## config.mk

```make
export PLATFORM = sky130hd
export DESIGN_NAME = id_ex_register
export DESIGN_NICKNAME = d
export VERILOG_FILES = /design/src/rtl/id_ex_register.sv
export SDC_FILE = /design/constraint.sdc
export NUM_CORES = 1
export LEC_CHECK = 0
export CORE_MARGIN = 2
export CORE_UTILIZATION = 45
export DETAILED_ROUTE_END_ITERATION = 10
export PLACE_DENSITY = 0.94
export SETUP_SLACK_MARGIN = 0.1
export SYNTH_ARGS = -nofsm -noshare
export SYNTH_HDL_FRONTEND = slang
export SYNTH_SLANG_ARGS = --single-unit
```

## constraint.sdc

```tcl
create_clock -name i_clock -period 3.3 [get_ports i_clock]
set_clock_uncertainty 0.1 [all_clocks]
set_input_delay 0.66 -clock i_clock [delete_from_list [all_inputs] [get_ports i_clock]]
set_output_delay 0.66 -clock i_clock [all_outputs]
set_load 0.02 [all_outputs]
```

## src/rtl/id_ex_register.sv

```systemverilog
// ID/EX pipeline register: captures the decode bundle, extends the immediate,
// detects load-use hazards, inserts bubbles on flush/hazard/halt and keeps a
// sticky HALT flag until reset.
module id_ex_register #(
  parameter int unsigned DATA_WIDTH = 32,
  parameter int unsigned SIZEOP     = 6
) (
  input  logic                  i_clock,
  input  logic                  i_reset,
  input  logic [DATA_WIDTH-1:0] i_instruccion,
  input  logic                  i_valid,
  input  logic [3:0]            i_ex,
  input  logic [2:0]            i_mem,
  input  logic [1:0]            i_wb,
  input  logic [DATA_WIDTH-1:0] i_pc4,
  input  logic [DATA_WIDTH-1:0] i_rs_data,
  input  logic [DATA_WIDTH-1:0] i_rt_data,
  input  logic                  i_flush,
  input  logic                  i_stall,
  output logic [3:0]            o_ex,
  output logic [2:0]            o_mem,
  output logic [1:0]            o_wb,
  output logic [DATA_WIDTH-1:0] o_pc4,
  output logic [DATA_WIDTH-1:0] o_rs_data,
  output logic [DATA_WIDTH-1:0] o_rt_data,
  output logic [DATA_WIDTH-1:0] o_imm,
  output logic [SIZEOP-1:0]     o_opcode,
  output logic [5:0]            o_funct,
  output logic [4:0]            o_rs,
  output logic [4:0]            o_rt,
  output logic [4:0]            o_rd,
  output logic [4:0]            o_shamt,
  output logic                  o_valid,
  output logic                  o_halt,
  output logic                  o_stall_req
);

  localparam logic [SIZEOP-1:0] OP_RTYPE = 6'b000000;
  localparam logic [SIZEOP-1:0] OP_SW    = 6'b101011;
  localparam logic [SIZEOP-1:0] OP_BEQ   = 6'b000100;
  localparam logic [SIZEOP-1:0] OP_ANDI  = 6'b001100;
  localparam logic [SIZEOP-1:0] OP_ORI   = 6'b001101;
  localparam logic [SIZEOP-1:0] OP_XORI  = 6'b001110;
  localparam logic [SIZEOP-1:0] OP_HALT  = 6'b111111;

  typedef struct packed {
    logic [3:0]            ex;
    logic [2:0]            mem;
    logic [1:0]            wb;
    logic [DATA_WIDTH-1:0] pc4;
    logic [DATA_WIDTH-1:0] rs_data;
    logic [DATA_WIDTH-1:0] rt_data;
    logic [DATA_WIDTH-1:0] imm;
    logic [SIZEOP-1:0]     opcode;
    logic [5:0]            funct;
    logic [4:0]            rs;
    logic [4:0]            rt;
    logic [4:0]            rd;
    logic [4:0]            shamt;
    logic                  valid;
  } stage_t;

  stage_t stage_q;
  stage_t load_val;
  logic   halt_q;

  logic [SIZEOP-1:0] in_opcode;
  logic [4:0]        in_rs;
  logic [4:0]        in_rt;
  logic [15:0]       in_imm16;
  logic              in_uses_rt;
  logic              zero_ext;

  assign in_opcode  = i_instruccion[DATA_WIDTH-1 -: SIZEOP];
  assign in_rs      = i_instruccion[25:21];
  assign in_rt      = i_instruccion[20:16];
  assign in_imm16   = i_instruccion[15:0];
  assign in_uses_rt = (in_opcode == OP_RTYPE) || (in_opcode == OP_SW) || (in_opcode == OP_BEQ);
  assign zero_ext   = (in_opcode == OP_ANDI) || (in_opcode == OP_ORI) || (in_opcode == OP_XORI);

  // Load-use hazard against the load currently in execute; suppressed under stall/flush
  always_comb begin
    o_stall_req = 1'b0;
    if (!i_stall && !i_flush && stage_q.valid && stage_q.mem[2] &&
        (stage_q.rt != 5'd0) && i_valid) begin
      o_stall_req = (stage_q.rt == in_rs) || ((stage_q.rt == in_rt) && in_uses_rt);
    end
  end

  // Candidate bundle to load; an invalid slot loads as an all-zero bubble
  always_comb begin
    load_val = '0;
    if (i_valid) begin
      load_val.ex      = i_ex;
      load_val.mem     = i_mem;
      load_val.wb      = i_wb;
      load_val.pc4     = i_pc4;
      load_val.rs_data = i_rs_data;
      load_val.rt_data = i_rt_data;
      load_val.imm     = zero_ext ? {{(DATA_WIDTH-16){1'b0}}, in_imm16}
                                  : {{(DATA_WIDTH-16){in_imm16[15]}}, in_imm16};
      load_val.opcode  = in_opcode;
      load_val.funct   = i_instruccion[5:0];
      load_val.rs      = in_rs;
      load_val.rt      = in_rt;
      load_val.rd      = i_instruccion[15:11];
      load_val.shamt   = i_instruccion[10:6];
      load_val.valid   = 1'b1;
    end
  end

  // Pipeline register update: reset > flush > stall > hazard > halted > load
  always_ff @(posedge i_clock) begin
    if (!i_reset) begin
      stage_q <= '0;
      halt_q  <= 1'b0;
    end else if (i_flush) begin
      stage_q <= '0;
    end else if (i_stall) begin
      stage_q <= stage_q;
    end else if (o_stall_req || halt_q) begin
      stage_q <= '0;
    end else begin
      stage_q <= load_val;
      if (load_val.valid && (load_val.opcode == OP_HALT)) begin
        halt_q <= 1'b1;
      end
    end
  end

  assign o_ex      = stage_q.ex;
  assign o_mem     = stage_q.mem;
  assign o_wb      = stage_q.wb;
  assign o_pc4     = stage_q.pc4;
  assign o_rs_data = stage_q.rs_data;
  assign o_rt_data = stage_q.rt_data;
  assign o_imm     = stage_q.imm;
  assign o_opcode  = stage_q.opcode;
  assign o_funct   = stage_q.funct;
  assign o_rs      = stage_q.rs;
  assign o_rt      = stage_q.rt;
  assign o_rd      = stage_q.rd;
  assign o_shamt   = stage_q.shamt;
  assign o_valid   = stage_q.valid;
  assign o_halt    = halt_q;

endmodule

```

==> results of run 1 <==
[per-stage QoR]
stage / worst slack (ns) / hold WS (ns) / setup TNS [ns] / total power [mW] / area (µm²)
finish: 0.287 / 0.341 / 0 / 4.29 / 10400
floorplan: 0.595 / 0.423 / 0 / 2.01 / 6910
global placement: -0.110 / 0.330 / -0.110 / 2.31 / 9790
detailed placement: -0.162 / 0.336 / -0.162 / 2.32 / 9790
global route: 0.214 / 0.356 / 0 / 4.43 / 10400
CTS: 0.112 / 0.344 / 0 / 4.31 / 10400
[power by group through the flow]
stage          Clock (mW)  Combinational (mW)  Sequential, mW
3_5_place_dp            0               0.533            1.78
2_1_floorplan           0               0.185            1.82
3_3_place_gp            0               0.528            1.78
5_1_grt              2.11               0.569            1.75
6_report             2.00               0.539            1.75
4_1_cts              2.03               0.535            1.75
[worst max-delay path by stage]
stage | to | slack (ns) | depth (start not counted)
detailed placement | o_stall_req | -0.16 | 6
global placement | o_stall_req | -0.11 | 6
finish | o_stall_req | 0.29 | 6
global route | o_stall_req | 0.21 | 6
floorplan | o_stall_req | 0.59 | 5
CTS | o_stall_req | 0.11 | 6
[critical path, stage by stage]
cell and delay (ns):
clkdlybuf4s50_1 0.48, nor3b_4 0.29, o2111ai_4 0.19, nor4_4 0.29, or2_1 0.15, clkbuf_2 0.18
[synthesized netlist by cell type (2+ instances only)]
library cell | count | share of area, %
buf_4 | 42 | 4.6
xnor2_1 | 10 | 1.3
o21ai_1 | 137 | 9.9
clkbuf_1 | 78 | 4.2
nand3_1 | 2 | 0.14
buf_2 | 12 | 0.87
buf_6 | 5 | 0.82
nand2_1 | 142 | 7.7
dfxtp_1 | 140 | 41
and3_1 | 137 | 12
o31ai_1 | 138 | 15
[repair_timing]
action,in CTS,in global routing
resized for setup,1,2
setup endpoints to repair,1,1
buffers inserted,0,0
pin swaps,0,0
hold endpoints to repair,0,0
[registers in the layout, summed over array words and instances, names as in the netlist]
name,cells
o_ex,4
o_halt,1
o_imm,17
o_mem,3
o_opcode,6
o_pc4,32
o_rs,5
o_rs_data,32
o_rt,5
o_rt_data,32
o_valid,1
o_wb,2
[layout make-up]
type / instances / area, µm² / share of cell area, %
diodes: 1 / 2.50 / 0.0240
clock inverters: 12 / 170 / 1.63
inverters: 1 / 3.75 / 0.0361
flip-flops and latches: 140 / 2800 / 26.9
multi-input cells: 583 / 3410 / 32.8
well taps: 188 / 235 / 2.26
clock buffers: 20 / 447 / 4.29
repair buffers: 332 / 3330 / 32.0
[layer usage]
metal  vias to the layer above  part of all wire (%)
li1                       3487                     -
met1                      3388                    40
met2                       383                    48
met3                        63                   7.4
met4                         0                   4.2
met5                         -                     0
[cell families (layout without fill, tap and decap cells)]
group                     Yosys count  count (layout)  share of synthesized area, %
and+or+nand+nor                   292             292                          21.8
AOI/OAI and AO/OA                 281             281                          25.9
DFF                               140             140                          40.6
buffers and inverters             138             365                          10.5
xor gates and xnor gates           10              10                          1.27
other                               0               1                             0
==> flow_summary.ini, run 1 <==
[critical_path]
r2r-end = o_pc4[18]$_SDFFE_PP0N_
path_max_fanout = 4
worstSetupEndpointType = primary output
r2r_setup_slack_ns = 0.76
crit_start = i_stall
r2r_start = o_rt[0]$_SDFFE_PP0N_
critPathLaunchType = primary input
ff2ff_path_depth = 5
arrival_ns = 2.25
crit_type = primary input to primary output
cp.required_ns = 2.54

[floorplan]
core_mm2 = 0.0151
die_area_mm2 = 0.0164
die_w_um = 128
num_io_pins = 314
start_util_pct = 45.8
rows = 45
die_h_um = 128

[global_route]
grt_max_degree = 139
grtUsageMet3_pct = 6.43
grt_pass1_wl_mm = 35.5
antenna_found_initial = 1
first_global_vias = 6808
overflow = 0
grtUsageTotal_pct = 26.8
busiest_layer = met2
met2_usage_pct = 44.8
met1_usage_pct = 32.1

[logic_synthesis]
syn-num-nets = 1003
synthesis.area_mm2 = 0.00691
synthArstFlopShare_pct = 0
ys_types = 29
synth.avg_cell_area_um2 = 8.02
synthCells = 861
synth_seq_cells = 140
synth_edf_count = 0
yosysSeqAreaShare_pct = 40.6
yosysWarnings = 0
synth-main-ff-cell = dfxtp_1

[power_and_ir_drop]
combPwrFrac_pct = 12.6
power.share.clock_pct = 46.6
power_frac_seq_pct = 40.8
power_density_mw_per_mm2 = 412
power.internal_mw = 3.28
total_leakage_power_nw = 4.06
netSwitchingFraction_pct = 23.5
vdd_ir_drop_max_uv = 325
power.switching_mw = 1.01

[drt]
firstDrtPassIters = 5
drtIter0Drc = 660
drt_wl_total_mm = 22.9
drtAntennaViolNets = 0
num_vias = 7321
drc = 0
viasPerCell = 5.73
routedWlPerCell_um = 18.0

[timing]
drv_slew = 0
fmax_mhz = 332
timing.final.crit_share_pct = 91.3
rsz0062_at_grt = no
finalHoldViolCount = 0
setup_viol = 0
tightestPinTransition_ns = 1.11
post-route-min-period_ns = 3.01
slew_headroom_pct = 25.8

[cells_and_area]
final_util_pct = 69.0
final_cell_mix = 312 x clkdlybuf4s50_1, 141 x nand2_1, 140 x dfxtp_1
layout_commonest_cell = clkdlybuf4s50_1
area_growth_pct = 50.7
drive_gt1_share_pct = 5.33
final_cells = 1277
final_net_count = 1217
fillerInstances = 1186

[place]
dp_hpwl_mm = 14.2
post-place-cells = 1244
gp_congestion = 0.845
port_buffers = 313

[flow_run]
maxCapViolations = 0

[hold_path]
min_to = o_rs[1]$_SDFFE_PP0N_
holdPathStages = 2
hp-start = o_rs[1]$_SDFFE_PP0N_
hp-class = flop to flop

[clocking]
clkTransAtPathRegs_ns = 0.06
clk_path_buf_depth = 2
cts.sinks = 140
numCtsBuffers = 17
root_buffer = clkbuf_16
htreeDepth = 4
cts_tree = built
clk_latency_ns = 0.41
postCtsHoldBufs = 0

[outcome]
status = finished, final reports clean
Power figures use the tool's default switching activity.
==> run 2: changes to the inputs <==
Settings changed: CORE_ASPECT_RATIO from default to 1.25.
==> run 2 against run 1 <==
  * Via count about the same
  * Sequential share of layout area up 0.10 points
  * Global-route usage up 0.28 points
  * Critical path depth unchanged
  * Wire length up 0.68%
  * Largest cell class unchanged
  * Combinational power about the same
  * Core utilization up 0.078 points
==> flow_summary.ini, run 2 (synthesized netlist as in run 1, its figures left out) <==
[clocking]
clk_latency_ns = 0.41
cts_setup_buffers = 0
cts_tree = built
numCtsBuffers = 17
root_buffer = clkbuf_16
cts.sinks = 140
postCtsHoldBufs = 0
clk_path_buf_depth = 2
htreeDepth = 4
clkTransAtPathRegs_ns = 0.06

[critical_path]
path_max_fanout = 4
r2r_setup_slack_ns = 0.68
cp.required_ns = 2.54
r2r_start = o_rt[2]$_SDFFE_PP0N_
crit_start = i_stall
arrival_ns = 2.24
critPathSlowestCell = clkdlybuf4s50_1
crit_type = primary input to primary output
worst-path-buf-inv = 2
cp_top_family = simple AND/OR/NAND/NOR gates
worstSetupEndpointType = primary output
crit_path_max_incr_delay_ns = 0.47
crit_chain = clkdlybuf4s50_1 > nor3b_4 > o2111ai_4 > nor4_4 > or2_1 > clkbuf_2
critPathLaunchType = primary input

[floorplan]
num_io_pins = 314
die_w_um = 115
start_util_pct = 46.0
die_area_mm2 = 0.0164
rows = 50
die_h_um = 143
core_mm2 = 0.0150

[place]
preCtsSetupSlack_ns = -0.137
gp_congestion = 0.799
port_buffers = 313
post-place-cells = 1239
dp_hpwl_mm = 14.9

[hold_path]
hp-class = flop to flop
hp-start = o_rs[1]$_SDFFE_PP0N_

[timing]
rsz0062_at_grt = no
fmax_mhz = 333
drv_slew = 0
timing.final.crit_share_pct = 91.0
tightestPinTransition_ns = 0.885
worst_slack_ns = 0.297
finalHoldViolCount = 0
setup_viol = 0
slew_headroom_pct = 41.0
post-route-min-period_ns = 3.00

[power_and_ir_drop]
power_density_mw_per_mm2 = 405
vdd_ir_drop_max_uv = 284
total_leakage_power_nw = 4.03

[global_route]
grt_pass1_wl_mm = 35.6
overflow = 0
antenna_found_initial = 0
grt_max_degree = 139
first_global_vias = 6881
grtUsageTotal_pct = 27.1

[cells_and_area]
final_util_pct = 69.1
fillerInstances = 1152
layout_commonest_cell = clkdlybuf4s50_1
area_growth_pct = 50.1
final_net_count = 1218
final_cell_mix = 312 x clkdlybuf4s50_1, 141 x nand2_1, 140 x dfxtp_1
final_cells = 1271
antenna-diode-count = 0
drive_gt1_share_pct = 5.51
multi_input_area_mm2 = 0.00341
seq_area_mm2 = 0.00280

[drt]
num_vias = 7314
drtIter0Drc = 721
drtAntennaViolNets = 0
viasPerCell = 5.75
drc = 0
firstDrtPassIters = 5
routedWlPerCell_um = 18.2
drt_wl_total_mm = 23.1

[flow_run]
maxCapViolations = 0

[outcome]
status = finished, final reports clean
-- run 2: final timing paths --
| kind | to | depth (start not counted) |
|---|---|---|
| worst min register to register | o_rs[1]$_SDFFE_PP0N_ | 2 |
| worst max register to register | o_imm[30]$_SDFFE_PP0N_ | 5 |
| worst min-delay path | o_rs[1]$_SDFFE_PP0N_ | 2 |
| worst max-delay path | o_stall_req | 6 |
-- run 2: layer usage --
| layer | up-vias | track usage [%] | wire (µm) |
|---|---|---|---|
| met5 | - | 0 | 0 |
| met4 | 0 | 14.0 | 1020 |
| met3 | 70 | 5.88 | 1390 |
| met2 | 328 | 45.9 | 11600 |
| met1 | 3430 | 32.2 | 9100 |
| li1 | 3486 | - | - |
-- run 2: area by class of cell --
type                            count  share of cell area [%]
Clock buffer                       20                    4.40
Clock inverter                     12                    1.30
Inverter                            1                  0.0362
Multi-Input combinational cell    583                    32.9
Sequential cell                   140                    27.0
Tap cell                          182                    2.20
Timing Repair Buffer              333                    32.1
-- run 2: worst reg2reg max path, stage by stage (launching register included) --
cell,delay [ns]
dfxtp_1,0.41
or4_4,0.54
o2111ai_4,0.27
buf_4,0.73
o311ai_0,0.34
o21ai_1,0.16
-- run 2: what timing repair did --
action,CTS,global route
setup endpoints to repair,1,1
pin swaps,0,0
gates resized for setup,1,2
-- run 2: power breakdown --
part | internal, mW | switching (mW)
clock network | 1.16 | 0.756
logic | 0.273 | 0.264
registers | 1.73 | 0.0228
total | 3.16 | 1.04
-- run 2: through the flow --
| step | instance area [µm²] | setup TNS (ns) | total power [mW] | hold slack (ns) |
|---|---|---|---|---|
| 3_5_place_dp | 9780 | -0.137 | 2.32 | 0.336 |
| 2_1_floorplan | 6910 | 0 | 2.01 | 0.423 |
| 4_1_cts | 10400 | 0 | 4.22 | 0.345 |
| 3_3_place_gp | 9780 | -0.106 | 2.31 | 0.331 |
| 6_report | 10400 | 0 | 4.20 | 0.341 |
| 5_1_grt | 10400 | 0 | 4.33 | 0.358 |
